===== src/rtl/ws2812_pkg.sv =====
// Shared constants and FSM state type for the WS2812 receive path.
// Default timing assumes a 100 MHz clock.
package ws2812_pkg;

    localparam int CLK_MHZ        = 100;
    localparam int T0H            = 40;
    localparam int T1H            = 80;
    localparam int T_MIN_HIGH_DEF = 10;
    localparam int T_THRESH_DEF   = (T0H + T1H) / 2;
    localparam int T_MAX_HIGH_DEF = 200;
    localparam int T_RESET_DEF    = 50 * CLK_MHZ;
    localparam int LED_COUNT_DEF  = 52;
    localparam int PX_IDX_W_DEF   = 6;
    localparam int BITS_PER_PIXEL = 24;

    typedef enum logic [1:0] {
        SYNC,
        IDLE,
        HIGH,
        LOW
    } rx_state_t;

endpackage


===== src/rtl/ws2812_rx_sync.sv =====
// Brings the asynchronous WS2812 line into the clk domain and produces
// registered rise/fall strobes aligned with the synchronised level din_s.
module ws2812_rx_sync (
    input  logic clk,
    input  logic reset_n,
    input  logic din,
    output logic din_s,
    output logic rise,
    output logic fall
);

    logic meta_q;
    logic sync_q;

    // NOTE: meta_q may be metastable; nothing but sync_q may ever sample it.
    always_ff @(posedge clk or negedge reset_n) begin
        if (!reset_n) begin
            meta_q <= 1'b0;
            sync_q <= 1'b0;
            din_s  <= 1'b0;
            rise   <= 1'b0;
            fall   <= 1'b0;
        end else begin
            meta_q <= din;
            sync_q <= meta_q;
            din_s  <= sync_q;
            rise   <= sync_q & ~din_s;
            fall   <= ~sync_q & din_s;
        end
    end

endmodule


===== src/rtl/ws2812_rx_decoder.sv =====
// WS2812 single-wire receiver: measures high/low times, rebuilds 24-bit GRB words
// and frame boundaries. Optional counters frame_cnt/err_cnt under WS2812_RX_STATS_EN.
module ws2812_rx_decoder
    import ws2812_pkg::*;
#(
    parameter int T_MIN_HIGH = T_MIN_HIGH_DEF,
    parameter int T_THRESH   = T_THRESH_DEF,
    parameter int T_MAX_HIGH = T_MAX_HIGH_DEF,
    parameter int T_RESET    = T_RESET_DEF,
    parameter int LED_COUNT  = LED_COUNT_DEF,
    parameter int PX_IDX_W   = PX_IDX_W_DEF
) (
    input  logic                clk,
    input  logic                reset_n,
    input  logic                din,
    output logic [23:0]         pixel_data,
    output logic                pixel_valid,
    output logic [PX_IDX_W-1:0] pixel_idx,
    output logic                frame_done,
    output logic [PX_IDX_W:0]   frame_px,
    output logic                busy,
    output logic                err_glitch,
    output logic                err_partial,
    output logic                err_overrun,
    input  logic                err_clr
`ifdef WS2812_RX_STATS_EN
    ,
    output logic [15:0]         frame_cnt,
    output logic [15:0]         err_cnt
`endif
);

    localparam int HCNT_W = $clog2(T_MAX_HIGH + 2);
    localparam int LCNT_W = $clog2(T_RESET + 1);
    localparam int BCNT_W = $clog2(BITS_PER_PIXEL);
    localparam int PCNT_W = PX_IDX_W + 1;

    localparam logic [HCNT_W-1:0] H_MIN    = HCNT_W'(T_MIN_HIGH);
    localparam logic [HCNT_W-1:0] H_THRESH = HCNT_W'(T_THRESH);
    localparam logic [HCNT_W-1:0] H_MAX    = HCNT_W'(T_MAX_HIGH);
    localparam logic [LCNT_W-1:0] L_LATCH  = LCNT_W'(T_RESET);
    localparam logic [BCNT_W-1:0] B_LAST   = BCNT_W'(BITS_PER_PIXEL - 1);
    localparam logic [PCNT_W-1:0] P_MAX    = PCNT_W'(LED_COUNT);

    logic din_s;
    logic rise;
    logic fall;

    ws2812_rx_sync u_sync (
        .clk     (clk),
        .reset_n (reset_n),
        .din     (din),
        .din_s   (din_s),
        .rise    (rise),
        .fall    (fall)
    );

    rx_state_t         state;
    logic [HCNT_W-1:0] hcnt;
    logic [LCNT_W-1:0] lcnt;
    logic [BCNT_W-1:0] bcnt;
    logic [PCNT_W-1:0] pcnt;
    logic [23:0]       sreg;
    logic              err_evt;

    logic              pulse_bad;
    logic              bit_val;
    logic [23:0]       sreg_next;

    // hcnt equals the exact high width (in clk cycles) on the cycle fall is seen.
    always_comb begin
        pulse_bad = (hcnt < H_MIN) || (hcnt > H_MAX);
        bit_val   = (hcnt >= H_THRESH);
        sreg_next = {sreg[22:0], bit_val};
    end

    // NOTE: every flop is reset, including sreg; a reset mid-frame must not leak old bits.
    always_ff @(posedge clk or negedge reset_n) begin
        if (!reset_n) begin
            state       <= SYNC;
            hcnt        <= '0;
            lcnt        <= '0;
            bcnt        <= '0;
            pcnt        <= '0;
            sreg        <= '0;
            pixel_data  <= '0;
            pixel_valid <= 1'b0;
            pixel_idx   <= '0;
            frame_done  <= 1'b0;
            frame_px    <= '0;
            busy        <= 1'b0;
            err_glitch  <= 1'b0;
            err_partial <= 1'b0;
            err_overrun <= 1'b0;
            err_evt     <= 1'b0;
        end else begin
            pixel_valid <= 1'b0;
            frame_done  <= 1'b0;
            err_evt     <= 1'b0;
            // NOTE: the clear comes first so a same-cycle error assignment below overrides it.
            if (err_clr) begin
                err_glitch  <= 1'b0;
                err_partial <= 1'b0;
                err_overrun <= 1'b0;
            end

            case (state)
                SYNC: begin
                    if (din_s) begin
                        lcnt <= '0;
                    end else if (lcnt == L_LATCH) begin
                        state <= IDLE;
                        lcnt  <= '0;
                    end else begin
                        lcnt <= lcnt + 1'b1;
                    end
                end

                IDLE: begin
                    if (rise) begin
                        state <= HIGH;
                        hcnt  <= HCNT_W'(1);
                        busy  <= 1'b1;
                    end
                end

                HIGH: begin
                    if ((fall && pulse_bad) || (!fall && hcnt > H_MAX)) begin
                        // A bad pulse abandons the whole frame and forces a fresh latch.
                        state      <= SYNC;
                        err_glitch <= 1'b1;
                        err_evt    <= 1'b1;
                        bcnt       <= '0;
                        pcnt       <= '0;
                        lcnt       <= '0;
                        busy       <= 1'b0;
                    end else if (fall) begin
                        state <= LOW;
                        lcnt  <= LCNT_W'(1);
                        sreg  <= sreg_next;
                        if (bcnt == B_LAST) begin
                            bcnt <= '0;
                            if (pcnt == P_MAX) begin
                                err_overrun <= 1'b1;
                                err_evt     <= 1'b1;
                            end else begin
                                pixel_valid <= 1'b1;
                                pixel_data  <= sreg_next;
                                pixel_idx   <= pcnt[PX_IDX_W-1:0];
                                pcnt        <= pcnt + 1'b1;
                            end
                        end else begin
                            bcnt <= bcnt + 1'b1;
                        end
                    end else begin
                        hcnt <= hcnt + 1'b1;
                    end
                end

                LOW: begin
                    if (rise) begin
                        state <= HIGH;
                        hcnt  <= HCNT_W'(1);
                    end else if (lcnt == L_LATCH) begin
                        state <= IDLE;
                        busy  <= 1'b0;
                        bcnt  <= '0;
                        pcnt  <= '0;
                        if (pcnt != '0 || bcnt != '0) begin
                            frame_done <= 1'b1;
                            frame_px   <= pcnt;
                        end
                        if (bcnt != '0) begin
                            err_partial <= 1'b1;
                            err_evt     <= 1'b1;
                        end
                    end else begin
                        lcnt <= lcnt + 1'b1;
                    end
                end

                default: state <= SYNC;
            endcase
        end
    end

`ifdef WS2812_RX_STATS_EN
    // Counters follow the registered strobes, one cycle after the event itself.
    always_ff @(posedge clk or negedge reset_n) begin
        if (!reset_n) begin
            frame_cnt <= '0;
            err_cnt   <= '0;
        end else begin
            frame_cnt <= (err_clr ? 16'd0 : frame_cnt) + {15'd0, frame_done};
            err_cnt   <= (err_clr ? 16'd0 : err_cnt) + {15'd0, err_evt};
        end
    end
`endif

endmodule


===== config.mk =====
export PLATFORM = sky130hd
export DESIGN_NAME = ws2812_rx_decoder
export DESIGN_NICKNAME = d
export VERILOG_FILES = /design/src/rtl/ws2812_pkg.sv /design/src/rtl/ws2812_rx_sync.sv /design/src/rtl/ws2812_rx_decoder.sv
export SDC_FILE = /design/constraint.sdc
export NUM_CORES = 1
export LEC_CHECK = 0
export BUFFER_PORTS_ARGS = -buffer_cell sky130_fd_sc_hd__buf_2
export CAP_MARGIN = 0
export CORE_MARGIN = 5
export CORE_UTILIZATION = 55
export CTS_BUF_LIST = sky130_fd_sc_hd__clkbuf_4
export DETAILED_ROUTE_END_ITERATION = 12
export PLACE_DENSITY_LB_ADDON = 0.3
export REMOVE_ABC_BUFFERS = 1
export SYNTH_ARGS = -nofsm -noshare
export SYNTH_HDL_FRONTEND = slang
export SYNTH_SLANG_ARGS = --single-unit

===== constraint.sdc =====
create_clock -name clk -period 3.39 [get_ports clk]
set_input_delay 0 -clock clk [delete_from_list [all_inputs] [get_ports clk]]
set_output_delay 0 -clock clk [all_outputs]
set_load 0.03 [all_outputs]

# Yosys cells after proc, flatten, opt, wreduce, memory -nomap -nowiden
# Cells that the tools add are included.
dict set report classes {
  n_mux 59
  n_eq_ne 18
  multipliers 0
  bitwise_logic 7
  div 0
  n_reduce_logical 23
  n_shift 0
  n_lt_le_gt_ge 3
  n_addsub 4
}
# operator count
set ops {}
lappend ops {{$mux W13} 6}
lappend ops {{$mux W7} 6}
lappend ops {{$pmux W13 S3} 1}
lappend ops {{$mux W1} 27}
lappend ops {{$mux W5} 5}
lappend ops {{$mux W8} 3}
lappend ops {{$pmux W8 S2} 1}
lappend ops {{$reduce_and A4 Y1} 4}
lappend ops {{$ne A2 B2 Y1 const B} 7}
lappend ops {{$pmux W7 S2} 1}
lappend ops {{$add A13 B1 Y13 const B} 1}
lappend ops {{$eq A13 B13 Y1 const B} 1}
lappend ops {{$mux W2} 6}
lappend ops {{$pmux W5 S2} 1}
lappend ops {{$reduce_and A5 Y1} 2}
lappend ops {{$add A8 B1 Y8 const B} 1}
lappend ops {{$ge A8 B6 Y1 const B} 1}
lappend ops {{$gt A8 B8 Y1 const B} 1}
lappend ops {{$lt A8 B4 Y1 const B} 1}
lappend ops {{$pmux W2 S4} 1}
lappend ops {{$add A7 B1 Y7 const B} 1}
lappend ops {{$eq A7 B6 Y1 const B} 1}
lappend ops {{$reduce_bool A7 Y1} 1}
lappend ops {{$ne A3 B3 Y1 const B} 2}
lappend ops {{other kinds (19)} 32}
dict set report word_totals {
  rom_bits 0
  ram_bits 0
  n_memories 0
  wordCells 134
  input_bits 4
  register_bits 106
  latch_bits 0
  out_inout_bits 43
}

# Logic depth before layout (Yosys ltp)
dict set report depth {
  word_depth 6
  mapped_depth 10
  depth_no_buf 7
}

# Cells and area by module
# A second synthesis with hierarchy kept.
dict set report hier_totals {
  cells_unflattened 449
  area_unflattened_um2 4843.4
}
# module area_each_um2 cells_per_inst instances
set modules_own_cells {}
lappend modules_own_cells {ws2812_rx_decoder 4703.3 442 1}
lappend modules_own_cells {ws2812_rx_sync 140.1 7 1}

# Least setup slack after synthesis
# No wires, ideal clock.
dict set report synth_timing {
  kind {register -> register}
  start {register, netlist name lcnt[4]}
  end {register pixel_data[0]}
  path_stages_with_launch 9
  arrival_time_ps 2359
  required_ps 3265
  setup_time_ps 125
  path_slack_ps 906
  n_path_buf 3
  path_cell_list {dfrtp_1 > or4b_4 > or3_1 > buf_6 > o21ai_4 > and3_1 > buf_6 > buf_12 > mux2_4}
}
# item line
set synth_rtl {}
lappend synth_rtl {{end signal: assignment} ws2812_rx_decoder.sv:148} ;# pixel_data <= sreg_next;
lappend synth_rtl {{end: declaration} ws2812_rx_decoder.sv:16} ;# output logic [23:0] pixel_data,

==> load_flow_metrics.sql <==
INSERT INTO impl_metrics (metric_group, metric, value, unit) VALUES
('place', 'place.detailed.hpwl', '6525', 'um'),
('grt', 'grt_pass1_vias', '3417', ''),
('die', 'chip_height', '104.9', 'um'),
('setup_path', 'worstPathMaxFanout', '26', ''),
('setup_path', 'timing.critical_path.from', 'lcnt[4]', ''),
('place', 'placed_area', '0.005226', 'sq mm'),
('setup_path', 'worst-r2r-cell-count', '6', ''),
('grt', 'grt-ovfl-total', '0', ''),
('timing', 'whs', '0.1345', 'ns'),
('place', 'finalWeightedCongestion', '0.8761', ''),
('setup_path', 'r2r-end', 'pixel_data[8]', ''),
('clock_network', 'clkSlewWorstSetupHoldPaths', '0.17', 'ns'),
('layout', 'post_route_cells_drive_above_1_share', '28.76', '%'),
('setup_path', 'reg2reg_slack', '0.58', 'ns'),
('timing', 'max-slew-margin-rel', '34.65', '%'),
('synth', 'netlist_top_cells_area', 'sky130_fd_sc_hd__dfrtp_1, sky130_fd_sc_hd__mux2_2, sky130_fd_sc_hd__mux2_4', ''),
('setup_path', 'setup_crit_start_kind', 'flop', ''),
('place', 'buffer_ports.inserted', '46', ''),
('clock_network', 'numCtsBuffers', '9', ''),
('die', 'start_util', '56.55', '%'),
('clock_network', 'cts_resized', '0', ''),
('clock_network', 'cts_root_buffer', 'sky130_fd_sc_hd__clkbuf_4', ''),
('die', 'pin_count', '47', ''),
('synth', 'synth_edf_count', '0', ''),
('clock_network', 'clock_tree_from_tritoncts', 'built', ''),
('synth', 'synth_top_area_share', '53.52', '%'),
('timing', 'layout_worst_path_cycle_share', '82.81', '%'),
('synth', 'most_common_library_cells_after_synthesis', 'sky130_fd_sc_hd__dfrtp_1, sky130_fd_sc_hd__mux2_2, sky130_fd_sc_hd__nand2_1, sky130_fd_sc_hd__mux2_4, sky130_fd_sc_hd__inv_1', ''),
('synth', 'synth_ff_type', 'sky130_fd_sc_hd__dfrtp_1', ''),
('routing', 'drc', '0', ''),
('grt', 'largest_net_degree_at_the_start_of_global_routing', '64', ''),
('synth', 'syn-cell-area', '0.004956', 'sq mm'),
('routing', 'drt.antenna.violating_nets', '0', ''),
('power_and_ir_drop', 'leakage_power', '0.002673', 'uW'),
('routing', 'count_of_routing_violations_after_the_opening_detailed_route_iteration', '178', ''),
('setup_path', 'reg2reg_launch_point', 'lcnt[4]', ''),
('synth', 'postSynthCellCount', '406', ''),
('die', 'dieWidth', '104.9', 'um'),
('layout', 'postLayoutCellArea', '0.005384', 'sq mm'),
('grt', 'antenna_violations_before_repair', '0', ''),
('die', 'rows', '34', ''),
('clock_network', 'cts_sinks', '106', ''),
('power_and_ir_drop', 'vdd_ir_drop_max', '259.8', 'uV'),
('synth', 'ys_seq_elements', '106', ''),
('clock_network', 'cts.htree.levels', '3', ''),
('power_and_ir_drop', 'power.density', '357.1', 'mW/mm^2'),
('grt', 'met2_grt_util', '28.60', '%'),
('timing', 'fmax', '356.2', 'MHz'),
('routing', 'postRouteWirelength', '9336', 'um'),
('timing', 'post-route-min-period', '2.807', 'ns'),
('grt', 'track_usage', '18.11', '%'),
('setup_path', 'cp_cell_sequence', 'or4b_4 -> or3_1 -> o21ai_4 -> and3_2 -> buf_4 -> mux2_2', ''),
('synth', 'synth_warnings', '0', ''),
('setup_path', 'path_class', 'flop to flop', ''),
('layout', 'area_growth_syn_to_layout', '8.634', '%'),
('clock_network', 'deepest_clock_path_buffer_count', '2', ''),
('die', 'die_area', '0.01101', 'sq mm'),
('timing', 'drv_slew', '0', ''),
('routing', 'first_pass_iters', '4', ''),
('layout', 'antenna_cells', '0', ''),
('synth', 'yosysTopAreaCell', 'sky130_fd_sc_hd__dfrtp_1', ''),
('clock_network', 'clock_insertion_delay_worst_skew', '0.45', 'ns'),
('worst_hold_path', 'worst_hold_path_type', 'input port to asynchronous set/reset pin', ''),
('synth', 'post-synth-top-count-cell', 'sky130_fd_sc_hd__dfrtp_1', ''),
('synth', 'average_cell_area_after_synthesis', '12.21', 'sq um'),
('die', 'core_area', '0.008763', 'sq mm'),
('grt', 'met1_usage', '25.16', '%'),
('outcome', 'run_status', 'complete, no violations', ''),
('routing', 'routed_wire_length_per_instance', '16.47', 'um'),
('timing', 'tightest_slew', '0.9802', 'ns'),
('setup_path', 'cp_slowest_stage_delay', '0.54', 'ns');
[metrics by stage]
stage                     std cells  setup WS (ns)  total power (uW)
after floorplan                 388        0.07003              1316
after global placement          548         0.6958              1350
after detailed placement        548         0.6190              1352
after CTS                       567         0.5809              1948
after global routing            567         0.4494              2013
final                           567         0.5827              1923
[cells in the final DEF (no fill, tap or decap), drive strengths merged, types with 5 or more instances in the layout]
| cell type | instances |
|---|---|
| clkbuf | 9 |
| dfrtp | 106 |
| nor3 | 5 |
| a21oi | 10 |
| inv | 22 |
| and3 | 10 |
| buf | 52 |
| mux2 | 59 |
| or4 | 7 |
| o31ai | 11 |
| ha | 8 |
| nor2b | 7 |
| nor2 | 14 |
| nand2b | 7 |
| nand3 | 14 |
| o21ai | 11 |
| o22ai | 6 |
| nand2 | 31 |
[layout make-up]
cell class	instances	area [sq um]
flip-flops and latches	106	2653
clock inverters	7	60.06
inverters	19	71.32
fillers	721	3379
repair buffers	55	307.8
clock buffers	9	67.56
well taps	108	135.1
multi-input cells	263	2090
[worst max-delay path: cells and delay by family, from the launching register on]
kind / cells / cell delay [ns]
and+or+nand+nor: 3 / 1.23
buffers and inverters: 1 / 0.34
DFF: 1 / 0.46
muxes: 1 / 0.39
AOI/OAI and AO/OA: 1 / 0.28
[layer usage]
metal	vias to the layer above	share of wire, %
met2	82	48
met1	1650	46
met5	-	0
li1	1572	-
met4	0	0.88
met3	8	5.3
[kinds of logic (layout without fill, tap and decap cells)]
| family | after synthesis | count (layout) | synth area share, % |
|---|---|---|---|
| AND/OR/NAND/NOR | 116 | 116 | 12.85 |
| flip-flops | 106 | 106 | 53.52 |
| AO/OA/AOI/OAI | 76 | 76 | 11.26 |
| multiplexers | 62 | 62 | 15.83 |
| buffers and inverters | 37 | 90 | 4.342 |
| adder cells (fa/ha/maj) | 8 | 8 | 2.020 |
| XOR/XNOR | 1 | 1 | 0.1768 |
[report_power, final]
part	internal (uW)	total (uW)	switching (uW)
clock network	164	593	429
logic	13.0	52.1	39.1
registers	1270	1280	6.42
[flip-flops by register name, indices dropped and copies added (netlist names)]
register       flops
pixel_valid        1
sreg              23
hcnt               8
pixel_data        24
lcnt              13
pcnt               7
u_sync.din_s       1
busy               1
u_sync.fall        1
err_glitch         1
err_partial        1
bcnt               5
state              2
frame_px           7
pixel_idx          6
u_sync.meta_q      1
frame_done         1
u_sync.sync_q      1
u_sync.rise        1
err_overrun        1
[how the worst min path moves through the flow]
stage,end,slack (ns),cells after the start
final,frame_px[5],0.13,2
after global routing,u_sync.meta_q,0.17,2
after CTS,frame_px[5],0.15,2
after detailed placement,u_sync.meta_q,0.11,1
after global placement,u_sync.meta_q,0.11,1
after floorplan,bcnt[0],-0.30,0
[timing repair]
action | 4_1_cts | 5_1_grt
endpoints found under the setup margin | 0 | 0
hold endpoints to repair | 65 | 0
hold buffers | 3 | 0
(Power assumes the default switching activity.)
